--- src/rtl/approx_mult_pipe_if.sv ---
`default_nettype none
// ============================================================================
// Module      : approx_mult_pipe_if
// Description : Operand/result streaming bundle for approx_mult_pipe.
// Revision    : 1.0 - initial release
// ============================================================================
interface approx_mult_pipe_if #(
    parameter int WIDTH = 8
);
    logic                 in_valid;
    logic                 in_ready;
    logic [WIDTH-1:0]     in_a;
    logic [WIDTH-1:0]     in_b;
    logic                 in_mode;
    logic                 out_valid;
    logic                 out_ready;
    logic [2*WIDTH-1:0]   out_result;
    logic                 out_mode;

    modport master (
        output in_valid, in_a, in_b, in_mode, out_ready,
        input  in_ready, out_valid, out_result, out_mode
    );

    modport slave (
        input  in_valid, in_a, in_b, in_mode, out_ready,
        output in_ready, out_valid, out_result, out_mode
    );
endinterface
`default_nettype wire

--- src/rtl/approx_mult_pipe.sv ---
`default_nettype none
// ============================================================================
// Module      : approx_mult_pipe
// Description : 3-stage valid/ready unsigned multiplier, exact or approximate
//               per beat; low APPROX_COLS columns are OR-reduced without carry.
//               Optional macro ERR_STAT_EN adds an approximate-error counter.
// Revision    : 1.0 - initial release
// ============================================================================
module approx_mult_pipe #(
    parameter int WIDTH       = 8,
    parameter int APPROX_COLS = 8
) (
    input  logic               clk,
    input  logic               rst,
    approx_mult_pipe_if.slave  bus
`ifdef ERR_STAT_EN
    ,
    input  logic               stat_clr,
    output logic [15:0]        err_cnt
`endif
);

    localparam int              c_PW      = 2 * WIDTH;
    localparam int              c_LW      = (APPROX_COLS > 0) ? APPROX_COLS : 1;
    localparam logic [c_PW-1:0] c_HI_MASK = {c_PW{1'b1}} << APPROX_COLS;

    // ------------------------------------------------------------------
    // Handshake: a stage is ready when empty or when its successor moves
    // ------------------------------------------------------------------
    logic r_v1, r_v2, r_v3;
    logic w_rdy1, w_rdy2, w_rdy3;

    assign w_rdy3       = !r_v3 || bus.out_ready;
    assign w_rdy2       = !r_v2 || w_rdy3;
    assign w_rdy1       = !r_v1 || w_rdy2;
    assign bus.in_ready = w_rdy1;

    // ------------------------------------------------------------------
    // S1: operand capture
    // ------------------------------------------------------------------
    logic [WIDTH-1:0] r_a1, r_b1;
    logic             r_m1;

    always_ff @(posedge clk or posedge rst) begin
        if (rst) begin
            r_v1 <= 1'b0;
            r_a1 <= '0;
            r_b1 <= '0;
            r_m1 <= 1'b0;
        end else if (w_rdy1) begin
            r_v1 <= bus.in_valid;
            if (bus.in_valid) begin
                r_a1 <= bus.in_a;
                r_b1 <= bus.in_b;
                r_m1 <= bus.in_mode;
            end
        end
    end

    // ------------------------------------------------------------------
    // S2 combinational: partial products, low OR columns, high part
    // compressed row by row into a sum/carry pair
    // ------------------------------------------------------------------
    logic [c_PW-1:0] w_row;
    logic [c_PW-1:0] w_sum;
    logic [c_PW-1:0] w_carry;
    logic [c_PW-1:0] w_nsum;
    logic [c_PW-1:0] w_low;

    always_comb begin
        w_sum   = '0;
        w_carry = '0;
        w_nsum  = '0;
        w_low   = '0;
        w_row   = '0;
        for (int r = 0; r < WIDTH; r++) begin
            w_row = {{WIDTH{1'b0}}, (r_a1 & {WIDTH{r_b1[r]}})} << r;
            if (r_m1) begin
                for (int c = 0; c < WIDTH; c++) begin
                    if (r + c < APPROX_COLS) begin
                        w_low[r+c] = w_low[r+c] | (r_a1[c] & r_b1[r]);
                    end
                end
                w_row = w_row & c_HI_MASK;
            end
            // The high part never exceeds the exact product, so dropping
            // the carry out of the top column keeps the pair exact.
            w_nsum  = w_sum ^ w_carry ^ w_row;
            w_carry = ((w_sum & w_carry) | (w_sum & w_row) | (w_carry & w_row)) << 1;
            w_sum   = w_nsum;
        end
    end

    // ------------------------------------------------------------------
    // S2 registers
    // ------------------------------------------------------------------
    logic [c_PW-1:0] r_sum2, r_carry2;
    logic [c_LW-1:0] r_low2;
    logic            r_m2;
`ifdef ERR_STAT_EN
    logic [WIDTH-1:0] r_a2, r_b2;
`endif

    always_ff @(posedge clk or posedge rst) begin
        if (rst) begin
            r_v2     <= 1'b0;
            r_sum2   <= '0;
            r_carry2 <= '0;
            r_low2   <= '0;
            r_m2     <= 1'b0;
`ifdef ERR_STAT_EN
            r_a2     <= '0;
            r_b2     <= '0;
`endif
        end else if (w_rdy2) begin
            r_v2 <= r_v1;
            if (r_v1) begin
                r_sum2   <= w_sum;
                r_carry2 <= w_carry;
                r_low2   <= w_low[c_LW-1:0];
                r_m2     <= r_m1;
`ifdef ERR_STAT_EN
                r_a2     <= r_a1;
                r_b2     <= r_b1;
`endif
            end
        end
    end

    // ------------------------------------------------------------------
    // S3: carry-propagate add, merge low OR bits, output registers
    // ------------------------------------------------------------------
    logic [c_PW-1:0] w_high;
    logic [c_PW-1:0] w_result;
    logic [c_PW-1:0] r_res3;
    logic            r_m3;

    assign w_high   = r_sum2 + r_carry2;
    assign w_result = w_high | {{(c_PW - c_LW){1'b0}}, r_low2};

`ifdef ERR_STAT_EN
    logic [c_PW-1:0] w_exact;
    logic            r_err3;

    assign w_exact = c_PW'(r_a2) * c_PW'(r_b2);
`endif

    always_ff @(posedge clk or posedge rst) begin
        if (rst) begin
            r_v3   <= 1'b0;
            r_res3 <= '0;
            r_m3   <= 1'b0;
`ifdef ERR_STAT_EN
            r_err3 <= 1'b0;
`endif
        end else if (w_rdy3) begin
            r_v3 <= r_v2;
            if (r_v2) begin
                r_res3 <= w_result;
                r_m3   <= r_m2;
`ifdef ERR_STAT_EN
                r_err3 <= r_m2 && (w_result != w_exact);
`endif
            end
        end
    end

    assign bus.out_valid  = r_v3;
    assign bus.out_result = r_res3;
    assign bus.out_mode   = r_m3;

`ifdef ERR_STAT_EN
    // ------------------------------------------------------------------
    // Saturating count of approximate beats that left with an inexact result
    // ------------------------------------------------------------------
    logic [15:0] r_err_cnt;

    always_ff @(posedge clk or posedge rst) begin
        if (rst) begin
            r_err_cnt <= '0;
        end else if (stat_clr) begin
            r_err_cnt <= '0;
        end else if (r_v3 && bus.out_ready && r_err3 && (r_err_cnt != 16'hFFFF)) begin
            r_err_cnt <= r_err_cnt + 16'd1;
        end
    end

    assign err_cnt = r_err_cnt;
`endif

endmodule
`default_nettype wire

--- src/flat_wrapper.sv ---
// flat-port wrapper written by rule: the top's interface ports become plain ports
module approx_mult_pipe_flat 
#(
    parameter int WIDTH       = 8,
    parameter int APPROX_COLS = 8
)
  (clk, rst, bus_in_valid, bus_in_a, bus_in_b, bus_in_mode, bus_out_ready, bus_in_ready, bus_out_valid, bus_out_result, bus_out_mode);
  approx_mult_pipe_if #(.WIDTH(WIDTH)) bus_i ();
  input  logic clk;
  input  logic rst;
  input wire logic [$bits(bus_i.in_valid)-1:0] bus_in_valid;
  input wire logic [$bits(bus_i.in_a)-1:0] bus_in_a;
  input wire logic [$bits(bus_i.in_b)-1:0] bus_in_b;
  input wire logic [$bits(bus_i.in_mode)-1:0] bus_in_mode;
  input wire logic [$bits(bus_i.out_ready)-1:0] bus_out_ready;
  output wire logic [$bits(bus_i.in_ready)-1:0] bus_in_ready;
  output wire logic [$bits(bus_i.out_valid)-1:0] bus_out_valid;
  output wire logic [$bits(bus_i.out_result)-1:0] bus_out_result;
  output wire logic [$bits(bus_i.out_mode)-1:0] bus_out_mode;
  assign bus_i.in_valid = bus_in_valid;
  assign bus_i.in_a = bus_in_a;
  assign bus_i.in_b = bus_in_b;
  assign bus_i.in_mode = bus_in_mode;
  assign bus_i.out_ready = bus_out_ready;
  assign bus_in_ready = bus_i.in_ready;
  assign bus_out_valid = bus_i.out_valid;
  assign bus_out_result = bus_i.out_result;
  assign bus_out_mode = bus_i.out_mode;
  approx_mult_pipe #(.WIDTH(WIDTH), .APPROX_COLS(APPROX_COLS)) u_core (.clk(clk), .rst(rst), .bus(bus_i));
endmodule
--- config.mk ---
export PLATFORM = sky130hd
export DESIGN_NAME = approx_mult_pipe_flat
export DESIGN_NICKNAME = d
export VERILOG_FILES = /design/src/rtl/approx_mult_pipe_if.sv /design/src/rtl/approx_mult_pipe.sv /design/src/flat_wrapper.sv
export SDC_FILE = /design/constraint.sdc
export NUM_CORES = 1
export LEC_CHECK = 0
export CAP_MARGIN = 40
export CORE_ASPECT_RATIO = 1.5
export CORE_UTILIZATION = 45
export DETAILED_ROUTE_END_ITERATION = 10
export MAX_ROUTING_LAYER = met4
export PLACE_DENSITY_LB_ADDON = 0.2
export SKIP_LAST_GASP = 1
export SLEW_MARGIN = 20
export SYNTH_ARGS = -nofsm -noshare
export SYNTH_HDL_FRONTEND = slang
export SYNTH_SLANG_ARGS = --single-unit
--- constraint.sdc ---
create_clock -name clk -period 9.5 [get_ports clk]
set_clock_uncertainty 0.15 [all_clocks]
set_input_delay 1.9 -clock clk [delete_from_list [all_inputs] [get_ports clk]]
set_output_delay 1.9 -clock clk [all_outputs]
set_load 0.05 [all_outputs]
======== Word level (Yosys, flattened, before mapping) ========
Cells that the tools add are included.
storage, ports and cells
  flip-flop bits (word level) ............. 77
  input port bits ......................... 21
  output and inout bits ................... 19
  logic and storage cells ................. 155
operators by class
  add/subtract/negate cells ............... 1
  mux-type cells .......................... 16
  bitwise logic cells ..................... 117
  reduce and logical (&&, ||, !) cells .... 9
operators by type and width
  cell                           count
  bitwise OR 15 bit              12
  bitwise AND 15 bit             8
  XOR 16 bit                     6
  two-way mux 8 bit              9
  bitwise AND 8 bit              8
  bitwise AND 1 bit              36
  bitwise AND 15 x 10 -> 15 bit  2
  bitwise AND 15 x 11 -> 15 bit  2
  bitwise AND 15 x 12 -> 15 bit  2
  bitwise AND 15 x 13 -> 15 bit  2
  bitwise AND 15 x 14 -> 15 bit  2
  bitwise OR 1 bit               28
  adder 16 bit                   1
  bitwise OR 16 x 8 -> 16 bit    1
  XOR 16 x 10 -> 16 bit          1
  XOR 16 x 11 -> 16 bit          1
  XOR 16 x 12 -> 16 bit          1
  XOR 16 x 13 -> 16 bit          1
  XOR 16 x 14 -> 16 bit          1
  XOR 16 x 15 -> 16 bit          1
  bitwise AND 8 x 9 -> 9 bit     1
  XOR 8 x 9 -> 9 bit             1
  two-way mux 7 bit              1
  two-way mux 6 bit              1
  other kinds (8)                14

======== Logic depth before layout (Yosys ltp) ========
  depth in word-level cells ............... 21
  depth in mapped cells ................... 15
  depth with buffers taken out ............ 14

======== Least setup slack after synthesis ========
OpenSTA, ideal clock, no wires.
  path kind ............................... register to register
  from .................................... register u_core.r_b1[0]
  to ...................................... register u_core.r_sum2[7]
  library setup time ...................... 0.125 ns
  arrival time ............................ 4.463 ns
  required time ........................... 9.225 ns
  setup slack ............................. 4.763 ns
  stages on the path, launching flop included .. 14
  buffers on the path ..................... 1
  period minus slack after synthesis ...... 4.737 ns
  path through ............................ dfrtp_1 > clkbuf_1 > nor2b_1 > and2_1 > ha_1 > inv_1 > fa_1 > fa_1 > fa_1 > fa_1 > inv_1 > fa_1 > fa_1 > mux2_2
on the way
  word-level cells in the longest chain between the ends .. 20
  elaborated cells on any way between the ends .. 41
  those cells by class .................... mux (1); bitwise (40)
ends and longest elaborated chain
  element                                                                     line                                            RTL
  start: declaration                                                          approx_mult_pipe.sv:41                          logic [WIDTH-1:0] r_a1, r_b1;
  start signal: assignment                                                    approx_mult_pipe.sv:54                          r_b1 <= bus.in_b;
  bitwise AND 8 bit *                                                         approx_mult_pipe.sv:77                          w_row = {{WIDTH{1'b0}}, (r_a1 & {WIDTH{r_b1[r]}})} << r;
  two-way mux 8 bit *                                                         approx_mult_pipe.sv:78                          if (r_m1) begin
  XOR 8 x 9 -> 9 bit / bitwise AND 8 x 9 -> 9 bit (equally long branches)     approx_mult_pipe.sv:88, approx_mult_pipe.sv:89
  bitwise AND 15 bit / bitwise AND 15 x 10 -> 15 bit (equally long branches)  approx_mult_pipe.sv:89                          w_carry = ((w_sum & w_carry) | (w_sum & w_row) | (w_carry & w_row)) << 1;
  bitwise OR 15 bit (2 in a row)                                              approx_mult_pipe.sv:89
  bitwise AND 15 bit                                                          approx_mult_pipe.sv:89
  bitwise OR 15 bit (2 in a row)                                              approx_mult_pipe.sv:89
  bitwise AND 15 bit                                                          approx_mult_pipe.sv:89
  bitwise OR 15 bit (2 in a row)                                              approx_mult_pipe.sv:89
  bitwise AND 15 bit                                                          approx_mult_pipe.sv:89
  bitwise OR 15 bit (2 in a row)                                              approx_mult_pipe.sv:89
  bitwise AND 15 bit                                                          approx_mult_pipe.sv:89
  bitwise OR 15 bit (2 in a row)                                              approx_mult_pipe.sv:89
  XOR 16 bit *                                                                approx_mult_pipe.sv:88                          w_nsum = w_sum ^ w_carry ^ w_row;
  XOR 16 x 15 -> 16 bit *                                                     approx_mult_pipe.sv:88
  net u_core.w_nsum[7]                                                        approx_mult_pipe.sv:67                          logic [c_PW-1:0] w_nsum;
  end signal: assignment                                                      approx_mult_pipe.sv:118                         r_sum2 <= w_sum;
  end: declaration                                                            approx_mult_pipe.sv:97                          logic [c_PW-1:0] r_sum2, r_carry2;
Mark *: on every way through the listed nets, which the timed path passes. The rest lies on a longest branch.
A chain may end at the register's enable or synchronous reset.

======== Final worst setup path ========
  from .................................... input bus_out_ready
  to ...................................... output bus_in_ready
on the way
  word-level cells in the longest chain between the ends .. 3
ends and longest elaborated chain
  element             line                    RTL
  start: declaration  flat_wrapper.sv:15      input wire logic [$bits(bus_i.out_ready)-1:0] bus_out_ready;
  logical OR 1 bit    approx_mult_pipe.sv:33  assign w_rdy3 = !r_v3 || bus.out_ready;
  logical OR 1 bit    approx_mult_pipe.sv:34  assign w_rdy2 = !r_v2 || w_rdy3;
  logical OR 1 bit    approx_mult_pipe.sv:35  assign w_rdy1 = !r_v1 || w_rdy2;
  end: declaration    flat_wrapper.sv:16      output wire logic [$bits(bus_i.in_ready)-1:0] bus_in_ready;
Every way passes these cells.

==> results.rst <==
.. list-table::
   :header-rows: 1

   * - Metric
     - Value
   * - Area share of xor/xnor cells in the synthesized design
     - less than 1%
   * - Main synth FF type
     - dfrtp_1
   * - Port buffer count
     - 39
   * - Placed cell count
     - 553
   * - Nets@finish
     - about 530
   * - Routed length per instance
     - ~15 microns
   * - Worst flop-to-flop path endpoint
     - u_core.r_sum2[7]
   * - Clk root buf
     - clkbuf_16
   * - Vias in the first global route
     - around 3,000
   * - Required time at the endpoint of the critical path
     - between 7 and 8 ns
   * - Initial antenna violation count
     - 0
   * - Cell Chain, Critical Path
     - clkdlybuf4s50_1 > nor2b_4 > nand3_1 > clkdlybuf4s50_1
   * - Pin count of the biggest net entering global routing
     - 69
   * - H-Tree Depth
     - 3
   * - Clock latency on the worst-skew pair
     - between 0.3 and 0.4 ns
   * - Worst hold slack across all endpoints
     - approximately 0.33 ns
   * - Pleak
     - 2.34 nW
   * - Clock share of power
     - between 20% and 30%
   * - Maximum VDD drop
     - ~0.22 mV
   * - Cts-stage hold buffer count
     - 0
   * - Total net switching power
     - approximately 570 uW
   * - Class of the worst hold path
     - reg2reg
   * - Number of enable flip-flop cells after synthesis
     - 0
   * - Fmax
     - between 150 and 200 MHz
   * - Logic pwr share
     - 44.6%
   * - Power density of the placed cells
     - ~280 nW/um^2
   * - TritonCTS Sinks
     - about 70
   * - Number of different library cells in the post-synthesis netlist
     - 41
   * - Core outline area
     - around 9700 sq um
   * - Outcome
     - finished clean
   * - Final critical-path share of the clock period
     - between 50 and 60%
   * - DIE WIDTH
     - 83.4 microns
   * - Worst Hold Endpoint
     - u_core.bus.out_result[0]
   * - Fill cells
     - around 860
   * - Detailed-routed wire length on met2
     - about 4200 microns
   * - First-pass GRT wire length
     - 14,400 microns
   * - Area growth, synth to finish
     - 17.9%
   * - CP startpoint
     - bus_out_ready
   * - Count of final max-slew check failures
     - 0
   * - WL met3
     - about 300 microns
   * - CP dominant cell by count
     - clkdlybuf4s50_1
   * - Kind of critical path
     - in2out
   * - Ratio of routed vias to standard cells
     - about 5.3
   * - Internal power of the cells
     - around 920 uW
   * - Die height
     - between 100 and 150 microns
   * - Minimum setup slack among reg-to-reg paths
     - approximately 4.5 ns
   * - Basic-gate share of the synthesized area counting and, or, nand and nor cells
     - around 14%
   * - Proportion of synthesized flip-flops having asynchronous set or reset
     - 100%
   * - ANT cells
     - 0
   * - Worst flop-to-flop path startpoint
     - u_core.r_m1
   * - Setup repair after global routing missed its margin
     - false
   * - Average cell area after synthesis
     - around 11 sq um
   * - Data arrival at the endpoint of the critical path
     - about 3.5 ns
   * - Wire length reported by the detailed router
     - 8360 microns
   * - Clock-pin slew on the worst setup and hold paths
     - 0.05 ns
   * - Number of buffers added for setup after CTS
     - 0
   * - Post-Synthesis Cell Area
     - 4480 sq um
   * - Post-Synthesis Net Count
     - 500
   * - Floorplan die area
     - roughly 10,000 sq um
   * - Largest fanout on the critical path
     - 4
   * - Fraction of the mapped netlist area in adder cells
     - a little under a quarter
   * - Share of the synthesized area in compound gates (AO/OA/AOI/OAI)
     - approximately a tenth
   * - Largest delay contributor family on the critical path
     - buffers and inverters
   * - Number of buffers and inverters on the critical path
     - 2
   * - Mapped Cells
     - approximately 420
   * - Most common library cell in the layout ignoring fill and taps
     - dfrtp_1
   * - Worst-case reg-to-reg path depth
     - 12
   * - Total global-route track usage
     - a little under a fifth
   * - Worst stage delay on the critical path
     - ~0.82 ns
   * - MaxCap Viol Count
     - 0
   * - Clock buffer count from CTS
     - 9
   * - Placement row count
     - 44
   * - Minimum clock period after layout
     - 5.50 ns
   * - Net switching fraction of the power
     - around two fifths
   * - Critical Path Sink Type
     - output pin
   * - GR Overflow Total
     - 0
   * - Drt initial violations
     - between 100 and 150
   * - DRC Markers
     - 0
   * - DR vias
     - between 3,000 and 4,000
   * - Portion of the post-synthesis area used by sequential elements
     - approximately two fifths
   * - Worst path slowest cell
     - clkdlybuf4s50_1
   * - Antenna violation net count after detailed routing
     - 0
   * - Portion of netlist area occupied by mux cells
     - ~8.3%
   * - Layout cell share with drive strength beyond 1
     - ~13%
   * - Count of endpoints failing hold in the final timing report
     - 0
   * - Relative slew slack
     - around 65%
   * - Clock tree from TritonCTS
     - yes
   * - Hold Path Depth
     - 2
   * - Combinational family with the most area after synthesis
     - adder cells
   * - Sequential share of power
     - 31.1%
   * - Number of gates resized after cts
     - 0
   * - Number of register bits inferred by synthesis
     - 68
   * - First drt pass iteration count
     - 5
   * - Count of warnings emitted by yosys
     - 0
   * - Hold_sp
     - u_core.bus.out_result[0]
   * - Initial Utilization
     - roughly 46%
   * - Global placer's final weighted congestion
     - between 0.8 and 0.9
   * - CP startpoint kind
     - input pin
   * - Setup_tns
     - 0 ns
   * - Max Root-Sink Buffers
     - 2
   * - Io pins
     - 40
   * - DPL Wire Length
     - 6180 microns
   * - Highest-count cells in the layout ignoring fill and taps
     - dfrtp_1, nand2_1, fa_1
   * - Top routing layer in use
     - met4
   * - Endpoints failing setup
     - 0
   * - Post-route non-filler standard cell count
     - between 500 and 600
   * - Detailed-routing wirelength on met1
     - around 3700 microns
   * - Core Util, Final
     - 54.5%
   * - Transition time of the tightest slew-check pin
     - 0.526 ns
routing by layer:
layer / up-vias / track usage [%]
li1: 1446 / -
met1: 1497 / 22.3
met2: 63 / 29.7
met3: 16 / 3.98
met4: 0 / 8.90
met5: - / -
sequential cells by signal, indices dropped and copies added (netlist names):
register and cells:
u_core.bus.out_valid 1, u_core.r_low2 8, u_core.r_m1 1, u_core.r_a1 8
u_core.r_carry2 7, u_core.r_v1 1, u_core.bus.out_result 16, u_core.bus.out_mode 1
u_core.r_m2 1, u_core.r_sum2 15, u_core.r_v2 1, u_core.r_b1 8
area by class of cell:
class	count	area [sq um]	area share [%]
Multi-Input combinational cell	288	2510	47.6
Sequential cell	68	1700	32.3
Timing Repair Buffer	43	440	8.35
Clock buffer	11	243	4.60
Inverter	41	154	2.92
Tap cell	115	144	2.73
Clock inverter	5	83.8	1.59
worst max-delay path by stage:
stage	end	cells past startpoint
2_1_floorplan	u_core.r_sum2[7]	13
3_3_place_gp	bus_in_ready	4
3_5_place_dp	bus_in_ready	4
4_1_cts	bus_in_ready	4
5_1_grt	bus_in_ready	4
6_report	bus_in_ready	4
synth_stat cells, drive strengths merged, types with 2 or more instances:
cell type	instances	area [sq um]
a222oi	3	30.0
buf	7	43.8
a21oi	5	25.0
xor2	2	17.5
nand2	63	239
inv	41	154
nand3	4	20.0
nand2b	4	25.0
o21ai	26	130
nor2b	9	71.3
nor3	2	10.0
clkbuf	18	67.6
dfrtp	68	1700
nand3b	2	15.0
mux2	33	372
nor2	12	45.0
fa	43	861
a221oi	3	26.3
a22o	5	43.8
a211oi	2	15.0
ha	14	175
a21o	5	37.5
a22oi	7	52.6
and2	31	194
worst min-delay path, cell delays in order (launching register included):
cell and delay (ns):
dfrtp_1 0.33, nand2_1 0.05, o21ai_0 0.06
cell families after synthesis:
family                   count (synthesis)
adder cells (fa/ha/maj)                 57
AO/OA/AOI/OAI                           66
XOR/XNOR                                 2
flip-flops                              68
buffers and inverters                   66
multiplexers                            33
AND/OR/NAND/NOR                        130
power by group through the flow:
| stage | Sequential (mW) | Combinational, mW | Clock (mW) |
|---|---|---|---|
| after floorplan | 0.541 | 0.421 | 0 |
| after global routing | 0.479 | 0.754 | 0.387 |
| after detailed placement | 0.470 | 0.672 | 0 |
| after global placement | 0.466 | 0.657 | 0 |
| final | 0.463 | 0.665 | 0.362 |
| after CTS | 0.465 | 0.676 | 0.372 |
per-stage QoR:
| step | setup WS (ns) | total power, mW | cell area (sq um) |
|---|---|---|---|
| 6_report | 4.00 | 1.49 | 5280 |
| 5_1_grt | 3.95 | 1.62 | 5280 |
| 4_1_cts | 3.99 | 1.51 | 5240 |
| 3_5_place_dp | 3.99 | 1.14 | 4910 |
| 3_3_place_gp | 4.02 | 1.12 | 4910 |
| 2_1_floorplan | 4.76 | 0.961 | 4480 |
Note: power is estimated with default switching activity, not from simulation.
